File: src/rtl/cam_pkg.sv
// Shared types and constants for the camera frame-buffer read side.
// Used by cam_pix_fifo and cam_frame_reader.
package cam_pkg;

    localparam int FB_W  = 160;
    localparam int FB_H  = 120;
    localparam int X_W   = 8;
    localparam int Y_W   = 7;
    localparam int PIX_W = 9;

    typedef enum logic [1:0] {
        ST_IDLE  = 2'd0,
        ST_SCAN  = 2'd1,
        ST_DRAIN = 2'd2
    } rd_state_t;

    typedef struct packed {
        logic [X_W-1:0] x;
        logic [Y_W-1:0] y;
        logic           sof;
        logic           eol;
        logic           eof;
    } pix_tag_t;

    typedef struct packed {
        pix_tag_t         tag;
        logic [PIX_W-1:0] data;
    } pix_ent_t;

    // Word address of pixel (x,y) in the frame buffer.
    function automatic logic [31:0] fb_addr(input logic [X_W-1:0] x, input logic [Y_W-1:0] y);
        return {7'b0, y, 8'b0, x, 2'b00};
    endfunction

    // Grey level as the plain sum of the three 3-bit channels (0..21).
    function automatic logic [PIX_W-1:0] mono_sum(input logic [PIX_W-1:0] rgb);
        return {4'b0, 5'(rgb[8:6]) + 5'(rgb[5:3]) + 5'(rgb[2:0])};
    endfunction

endpackage

File: src/rtl/cam_pix_fifo.sv
// Two-entry pixel FIFO between the frame-buffer read pipe and the stream output.
// Entry 0 is always the head, so the output fields come straight from a register.
module cam_pix_fifo
    import cam_pkg::*;
(
    input  logic     mem_clk,
    input  logic     rst,
    input  logic     flush,
    input  logic     push,
    input  pix_ent_t din,
    input  logic     pop,
    output pix_ent_t head,
    output logic     full,
    output logic     empty
);

    pix_ent_t   mem0_r;
    pix_ent_t   mem1_r;
    logic [1:0] cnt_r;
    logic       pop_ok_s;
    logic       push_ok_s;

    assign pop_ok_s  = pop && (cnt_r != 2'd0);
    assign push_ok_s = push && ((cnt_r != 2'd2) || pop_ok_s);

    // Shift-register storage: pops move entry 1 into the head slot.
    always_ff @(posedge mem_clk or negedge rst) begin
        if (!rst) begin
            mem0_r <= '0;
            mem1_r <= '0;
            cnt_r  <= 2'd0;
        end else if (flush) begin
            cnt_r <= 2'd0;
        end else begin
            case ({push_ok_s, pop_ok_s})
                2'b10: begin
                    if (cnt_r == 2'd0) mem0_r <= din;
                    else               mem1_r <= din;
                    cnt_r <= cnt_r + 2'd1;
                end
                2'b01: begin
                    mem0_r <= mem1_r;
                    cnt_r  <= cnt_r - 2'd1;
                end
                2'b11: begin
                    if (cnt_r == 2'd1) begin
                        mem0_r <= din;
                    end else begin
                        mem0_r <= mem1_r;
                        mem1_r <= din;
                    end
                end
                default: begin
                    cnt_r <= cnt_r;
                end
            endcase
        end
    end

    assign head  = mem0_r;
    assign full  = (cnt_r == 2'd2);
    assign empty = (cnt_r == 2'd0);

endmodule

File: src/rtl/cam_frame_reader.sv
// Scans the 160x120 RGB333 frame buffer once per start and streams it out in raster order.
// Optional CAM_RD_MONO_EN replaces the RGB payload with the channel sum.
module cam_frame_reader
    import cam_pkg::*;
(
    input  logic             mem_clk,
    input  logic             rst,
    input  logic             start,
    input  logic             abort,
    output logic             busy,
    output logic             done,
    output logic [31:0]      addr,
    input  logic [PIX_W-1:0] q,
    output logic [PIX_W-1:0] pix_data,
    output logic [X_W-1:0]   pix_x,
    output logic [Y_W-1:0]   pix_y,
    output logic             pix_sof,
    output logic             pix_eol,
    output logic             pix_eof,
    output logic             pix_valid,
    input  logic             pix_ready
);

    localparam logic [X_W-1:0] X_LAST = X_W'(FB_W - 1);
    localparam logic [Y_W-1:0] Y_LAST = Y_W'(FB_H - 1);

    rd_state_t        state_r, state_nxt;
    logic [X_W-1:0]   x_r, x_nxt_s;
    logic [Y_W-1:0]   y_r, y_nxt_s;
    logic [31:0]      addr_r;
    logic             q_vld_r;
    pix_tag_t         q_tag_r, tag_s;
    logic             done_r, done_nxt;
    logic             pop_s, issue_s, x_last_s, y_last_s;
    logic [1:0]       buf_s;
    logic [2:0]       occ_s;
    logic [PIX_W-1:0] pix_in_s;
    pix_ent_t         head_s;
    logic             fifo_full_s, fifo_empty_s;

`ifdef CAM_RD_MONO_EN
    assign pix_in_s = mono_sum(q);
`else
    assign pix_in_s = q;
`endif

    assign pop_s    = !fifo_empty_s && pix_ready;
    assign x_last_s = (x_r == X_LAST);
    assign y_last_s = (y_r == Y_LAST);
    assign buf_s    = fifo_full_s ? 2'd2 : (fifo_empty_s ? 2'd0 : 2'd1);
    // Reads in flight plus buffered pixels, after this cycle's pop, must leave room for one more.
    assign occ_s    = {1'b0, buf_s} + {2'b00, q_vld_r};
    assign issue_s  = (state_r == ST_SCAN) && (occ_s < (3'd2 + {2'b00, pop_s}));

    // Next-state, next read position and done pulse.
    always_comb begin
        state_nxt = state_r;
        done_nxt  = 1'b0;
        x_nxt_s   = x_last_s ? {X_W{1'b0}} : (x_r + {{(X_W-1){1'b0}}, 1'b1});
        y_nxt_s   = (!x_last_s) ? y_r : (y_last_s ? {Y_W{1'b0}} : (y_r + {{(Y_W-1){1'b0}}, 1'b1}));
        tag_s     = '{x: x_r, y: y_r, sof: (x_r == {X_W{1'b0}}) && (y_r == {Y_W{1'b0}}),
                      eol: x_last_s, eof: x_last_s && y_last_s};
        if (abort) begin
            state_nxt = ST_IDLE;
        end else begin
            case (state_r)
                ST_IDLE:  state_nxt = start ? ST_SCAN : ST_IDLE;
                ST_SCAN:  state_nxt = (issue_s && x_last_s && y_last_s) ? ST_DRAIN : ST_SCAN;
                ST_DRAIN: begin
                    if (pop_s && head_s.tag.eof) begin
                        state_nxt = ST_IDLE;
                        done_nxt  = 1'b1;
                    end else begin
                        state_nxt = ST_DRAIN;
                    end
                end
                default:  state_nxt = ST_IDLE;
            endcase
        end
    end

    // State, read counters, address register and the one-deep tag pipe beside the read.
    always_ff @(posedge mem_clk or negedge rst) begin
        if (!rst) begin
            state_r <= ST_IDLE;
            done_r  <= 1'b0;
            x_r     <= '0;
            y_r     <= '0;
            addr_r  <= 32'd0;
            q_vld_r <= 1'b0;
            q_tag_r <= '0;
        end else begin
            state_r <= state_nxt;
            done_r  <= done_nxt;
            if (abort || (state_r == ST_IDLE)) begin
                x_r     <= '0;
                y_r     <= '0;
                addr_r  <= 32'd0;
                q_vld_r <= 1'b0;
            end else begin
                q_vld_r <= issue_s;
                if (issue_s) begin
                    q_tag_r <= tag_s;
                    x_r     <= x_nxt_s;
                    y_r     <= y_nxt_s;
                    addr_r  <= (x_last_s && y_last_s) ? 32'd0 : fb_addr(x_nxt_s, y_nxt_s);
                end
            end
        end
    end

    cam_pix_fifo u_fifo (
        .mem_clk (mem_clk),
        .rst     (rst),
        .flush   (abort),
        .push    (q_vld_r),
        .din     ('{tag: q_tag_r, data: pix_in_s}),
        .pop     (pop_s),
        .head    (head_s),
        .full    (fifo_full_s),
        .empty   (fifo_empty_s)
    );

    assign busy      = (state_r != ST_IDLE);
    assign done      = done_r;
    assign addr      = addr_r;
    assign pix_valid = !fifo_empty_s;
    assign pix_data  = head_s.data;
    assign pix_x     = head_s.tag.x;
    assign pix_y     = head_s.tag.y;
    assign pix_sof   = head_s.tag.sof && !fifo_empty_s;
    assign pix_eol   = head_s.tag.eol && !fifo_empty_s;
    assign pix_eof   = head_s.tag.eof && !fifo_empty_s;

endmodule

File: config.mk
export PLATFORM = sky130hd
export DESIGN_NAME = cam_frame_reader
export DESIGN_NICKNAME = d
export VERILOG_FILES = /design/src/rtl/cam_pkg.sv /design/src/rtl/cam_pix_fifo.sv /design/src/rtl/cam_frame_reader.sv
export SDC_FILE = /design/constraint.sdc
export NUM_CORES = 1
export LEC_CHECK = 0
export ABC_AREA = 1
export BUFFER_PORTS_ARGS = -buffer_cell sky130_fd_sc_hd__buf_4
export CAP_MARGIN = 10
export CORE_AREA = 2 2 136 72
export DETAILED_ROUTE_END_ITERATION = 7
export DIE_AREA = 0 0 138 74
export PLACE_DENSITY = 0.76
export SLEW_MARGIN = 20
export SYNTH_ARGS = -nofsm -noshare
export SYNTH_HDL_FRONTEND = slang
export SYNTH_SLANG_ARGS = --single-unit
File: constraint.sdc
create_clock -name mem_clk -period 2.3 [get_ports mem_clk]
set_input_delay 0.115 -clock mem_clk [delete_from_list [all_inputs] [get_ports mem_clk]]
set_output_delay 0.115 -clock mem_clk [all_outputs]
set_load 0.01 [all_outputs]
==> metrics <==
Yosys cell types=28; Placement Cell Area=0.00532 mm²; Core Box Area=0.00907 mm²; ys flop type=dfrtp_1; Final nets=around 660; cell taking the most area after synthesis=dfrtp_1; Reg2Reg Setup Slack=about 0.15 ns; router iterations before antenna repair=4; largest net degree at the start of global routing=between 50 and 60; Routed WL per cell=~15 µm; Max VDD drop=around 0.00044 V; crit start category=flip-flop; fraction of layout cells with a size suffix above 1=15.9%; ant diodes=0; clk buf depth=2; leading cell type by number of instances after synthesis=nand2_1; top cell type's share of synthesized area=between 50% and 60%; die height=~74 µm; GP Congestion=just over 0.9; Mapped Cells=603; CP delay by family, top=buffers and inverters; WS Path Type=flip-flop to flip-flop; status=finished clean; Buffers & Inverters on Critical Path=6; vias in the first global route=3,758; total power draw=roughly 5300 µW; Die Wd=138 µm; reg2reg end=addr[6]$_DFFE_PN0P_; worst path required time=between 2 and 3 ns; # H-tree levels=3; maxcap violations=0; maximum fanout along the worst path=6; top cells by area, synth=dfrtp_1 (51%), nand2_1 (11%), buf_4 (7.0%); CTS Root Cell=clkbuf_16; Clk pin slew, worst setup/hold paths=approximately 0.07 ns; hold_sp=q[7]; PwrDens=between 900 and 1000 mW/mm²; Slew @ Worst Pin=approximately 0.68 ns; yosys warns=0; critical path arrival=2.41 ns; Syn Area/Cell=approximately 8.3 µm²; Worst-Skew Late Latency=approximately 0.34 ns; worst clock skew=around 0.0062 ns; Starting Density=55.4%; Final ANT Viol Nets=0; CP peak stage delay=about 0.39 ns; initial antenna violation count=0; most used cell, CP=inv_1; CP Cell Sequence=inv_1 -> ha_1 -> inv_2 -> nand2_1 -> inv_1 -> ha_1 -> inv_1 -> nand3_1 -> nand2_1 -> nand3_4 -> buf_4 -> buf_4 -> o22ai_1; global-route wire length before repair=18,900 µm; Commonest cells post-synth=nand2_1 (148), dfrtp_1 (103), inv_1 (61); reg2reg path depth=13; worst hold endpoint=u_fifo.mem1_r[7]$_DFFE_PN0P_; number of synthesized flops with an enable pin=0; Worst R2R Start=u_fifo.cnt_r[1]$_DFFE_PN0P_; total wire length=around 12,000 µm; fin. max-slew vios=0; register area share after synthesis=approximately half; final period demand of the worst path=approximately 2.2 ns; worst hold slack=~0.023 ns; Worst path depth=13; starting DRC count in detailed routing=about 300; fin crit share=between 90% and 100%; mapped cell area=between 0.005 and 0.006 mm²; vias per std cell=5.36; die area=just over 0.01 mm²; Async S/R FF share, synth=100%; Post-Layout Inst Area=0.00569 mm²; row count=25; Lkg Pwr=between 0.002 and 0.003 µW; slowest CP cell=dfrtp_1; clock sink total=about 100; I/O pin count=76; cts bufs inserted=9; Worst slew margin=54.8%; Hold Crit Depth=3; Hold Crit Class=input port to flip-flop; IO buf count=58; final hold vios=0; DRC=0; Setup-failing EPs final=0; highest clock rate=465 MHz; Layout fillers=approximately 760; CTS tree=done; post-DP HPWL=approximately 7900 µm; gr ovfl total=0; Tot GR Track Use=a little under a quarter; total number of vias=just over 4,000; final design utilization=between 60% and 70%; Yosys reg bits=103; Worst setup EP type=flip-flop; area grow syn2layout=13.2%
-- cell usage in the layout, fill, tap and decap left out, drive strengths merged --
cell type / count
xnor2: 1
a31oi: 24
clkinv: 1
o22ai: 2
xor2: 3
nor3: 2
nand3: 53
a21oi: 6
conb: 17
clkinvlp: 1
nor4: 2
nor3b: 1
buf: 75
ha: 8
clkbuf: 13
o211ai: 4
nand4: 4
dfrtp: 103
inv: 65
dlygate4sd3: 2
nand2: 148
o21ai: 60
nor2: 45
-- metal layers --
| layer | share of wire (%) | routed length [µm] | vias to the layer above | GRT usage, % |
|---|---|---|---|---|
| met1 | 48 | 5630 | 1988 | 34.4 |
| met2 | 44 | 5150 | 141 | 35.9 |
| met5 | 0 | 0 | - | 0 |
| li1 | - | - | 1938 | - |
| met4 | 0.81 | 94 | 0 | 6.12 |
| met3 | 6.8 | 798 | 10 | 5.92 |
-- worst register-to-register path, stage by stage, from the launching register on --
cell and delay [ns]:
dfrtp_1 0.39, inv_1 0.11, ha_1 0.21, inv_2 0.06, nand2_1 0.09, inv_1 0.06, ha_1 0.27, inv_1 0.06
nand3_1 0.08, nand2_1 0.15, nand3_4 0.16, buf_4 0.18, buf_4 0.12, o22ai_1 0.15
-- how the worst max path moves through the flow --
| stage | slack, ns | start | end |
|---|---|---|---|
| final | 0.15 | u_fifo.cnt_r[1]$_DFFE_PN0P_ | addr[6]$_DFFE_PN0P_ |
| after global routing | -0.01 | u_fifo.cnt_r[0]$_DFFE_PN0P_ | addr[3]$_DFFE_PN0P_ |
| after detailed placement | -0.02 | u_fifo.cnt_r[0]$_DFFE_PN0P_ | addr[24]$_DFFE_PN0P_ |
| after global placement | 0.11 | u_fifo.cnt_r[0]$_DFFE_PN0P_ | y_r[2]$_DFFE_PN0P_ |
| after CTS | -0.02 | u_fifo.cnt_r[0]$_DFFE_PN0P_ | y_r[2]$_DFFE_PN0P_ |
| after floorplan | 0.15 | u_fifo.cnt_r[0]$_DFFE_PN0P_ | addr[22]$_DFFE_PN0P_ |
-- cell type report --
cell class | instances | area (µm²) | area share (%)
Multi-Input combinational cell | 380 | 1820 | 32.1
Clock inverter | 2 | 16.3 | 0.286
Tap cell | 121 | 151 | 2.66
Inverter | 65 | 244 | 4.29
Clock buffer | 13 | 260 | 4.58
Sequential cell | 103 | 2580 | 45.3
Timing Repair Buffer | 77 | 612 | 10.8
-- cell families after synthesis --
group / share of synthesized area, %
AOI/OAI and AO/OA: 10.7
xor gates and xnor gates: 0.698
adders and majority gates: 1.99
buffers and inverters: 14.0
DFF: 51.3
other: 0.0746
and+or+nand+nor: 21.2
-- stage by stage --
| step | worst slack [ns] | instances | TNS, ns |
|---|---|---|---|
| after floorplan | 0.152 | 619 | 0 |
| after detailed placement | -0.0200 | 738 | -0.0483 |
| final | 0.148 | 761 | 0 |
| after global routing | -0.0100 | 761 | -0.0228 |
| after CTS | -0.0215 | 755 | -0.0817 |
| after global placement | 0.113 | 738 | 0 |
-- timing repair --
| action | in CTS | in global routing |
|---|---|---|
| hold buffers | 2 | 0 |
| gates resized for setup | 0 | 8 |
| setup buffers | 0 | 6 |
| pin swaps | 0 | 3 |
| endpoints found under the setup margin | 8 | 45 |
| endpoints found under the hold margin | 53 | 0 |
-- where the power goes --
| part | internal, µW | total [µW] | switching, µW |
|---|---|---|---|
| Combinational | 647 | 1470 | 821 |
| Clock | 790 | 1430 | 643 |
| Sequential | 2170 | 2370 | 201 |
| Total | 3610 | 5280 | 1660 |
-- sequential cells by signal, indices dropped and copies added, names as in the netlist, 2 cells and up --
register	flops
addr	15
x_r	3
u_fifo.mem1_r	27
q_tag_r	18
state_r	2
u_fifo.cnt_r	2
u_fifo.head	27
y_r	7
Note: power is estimated with default switching activity, not from simulation.
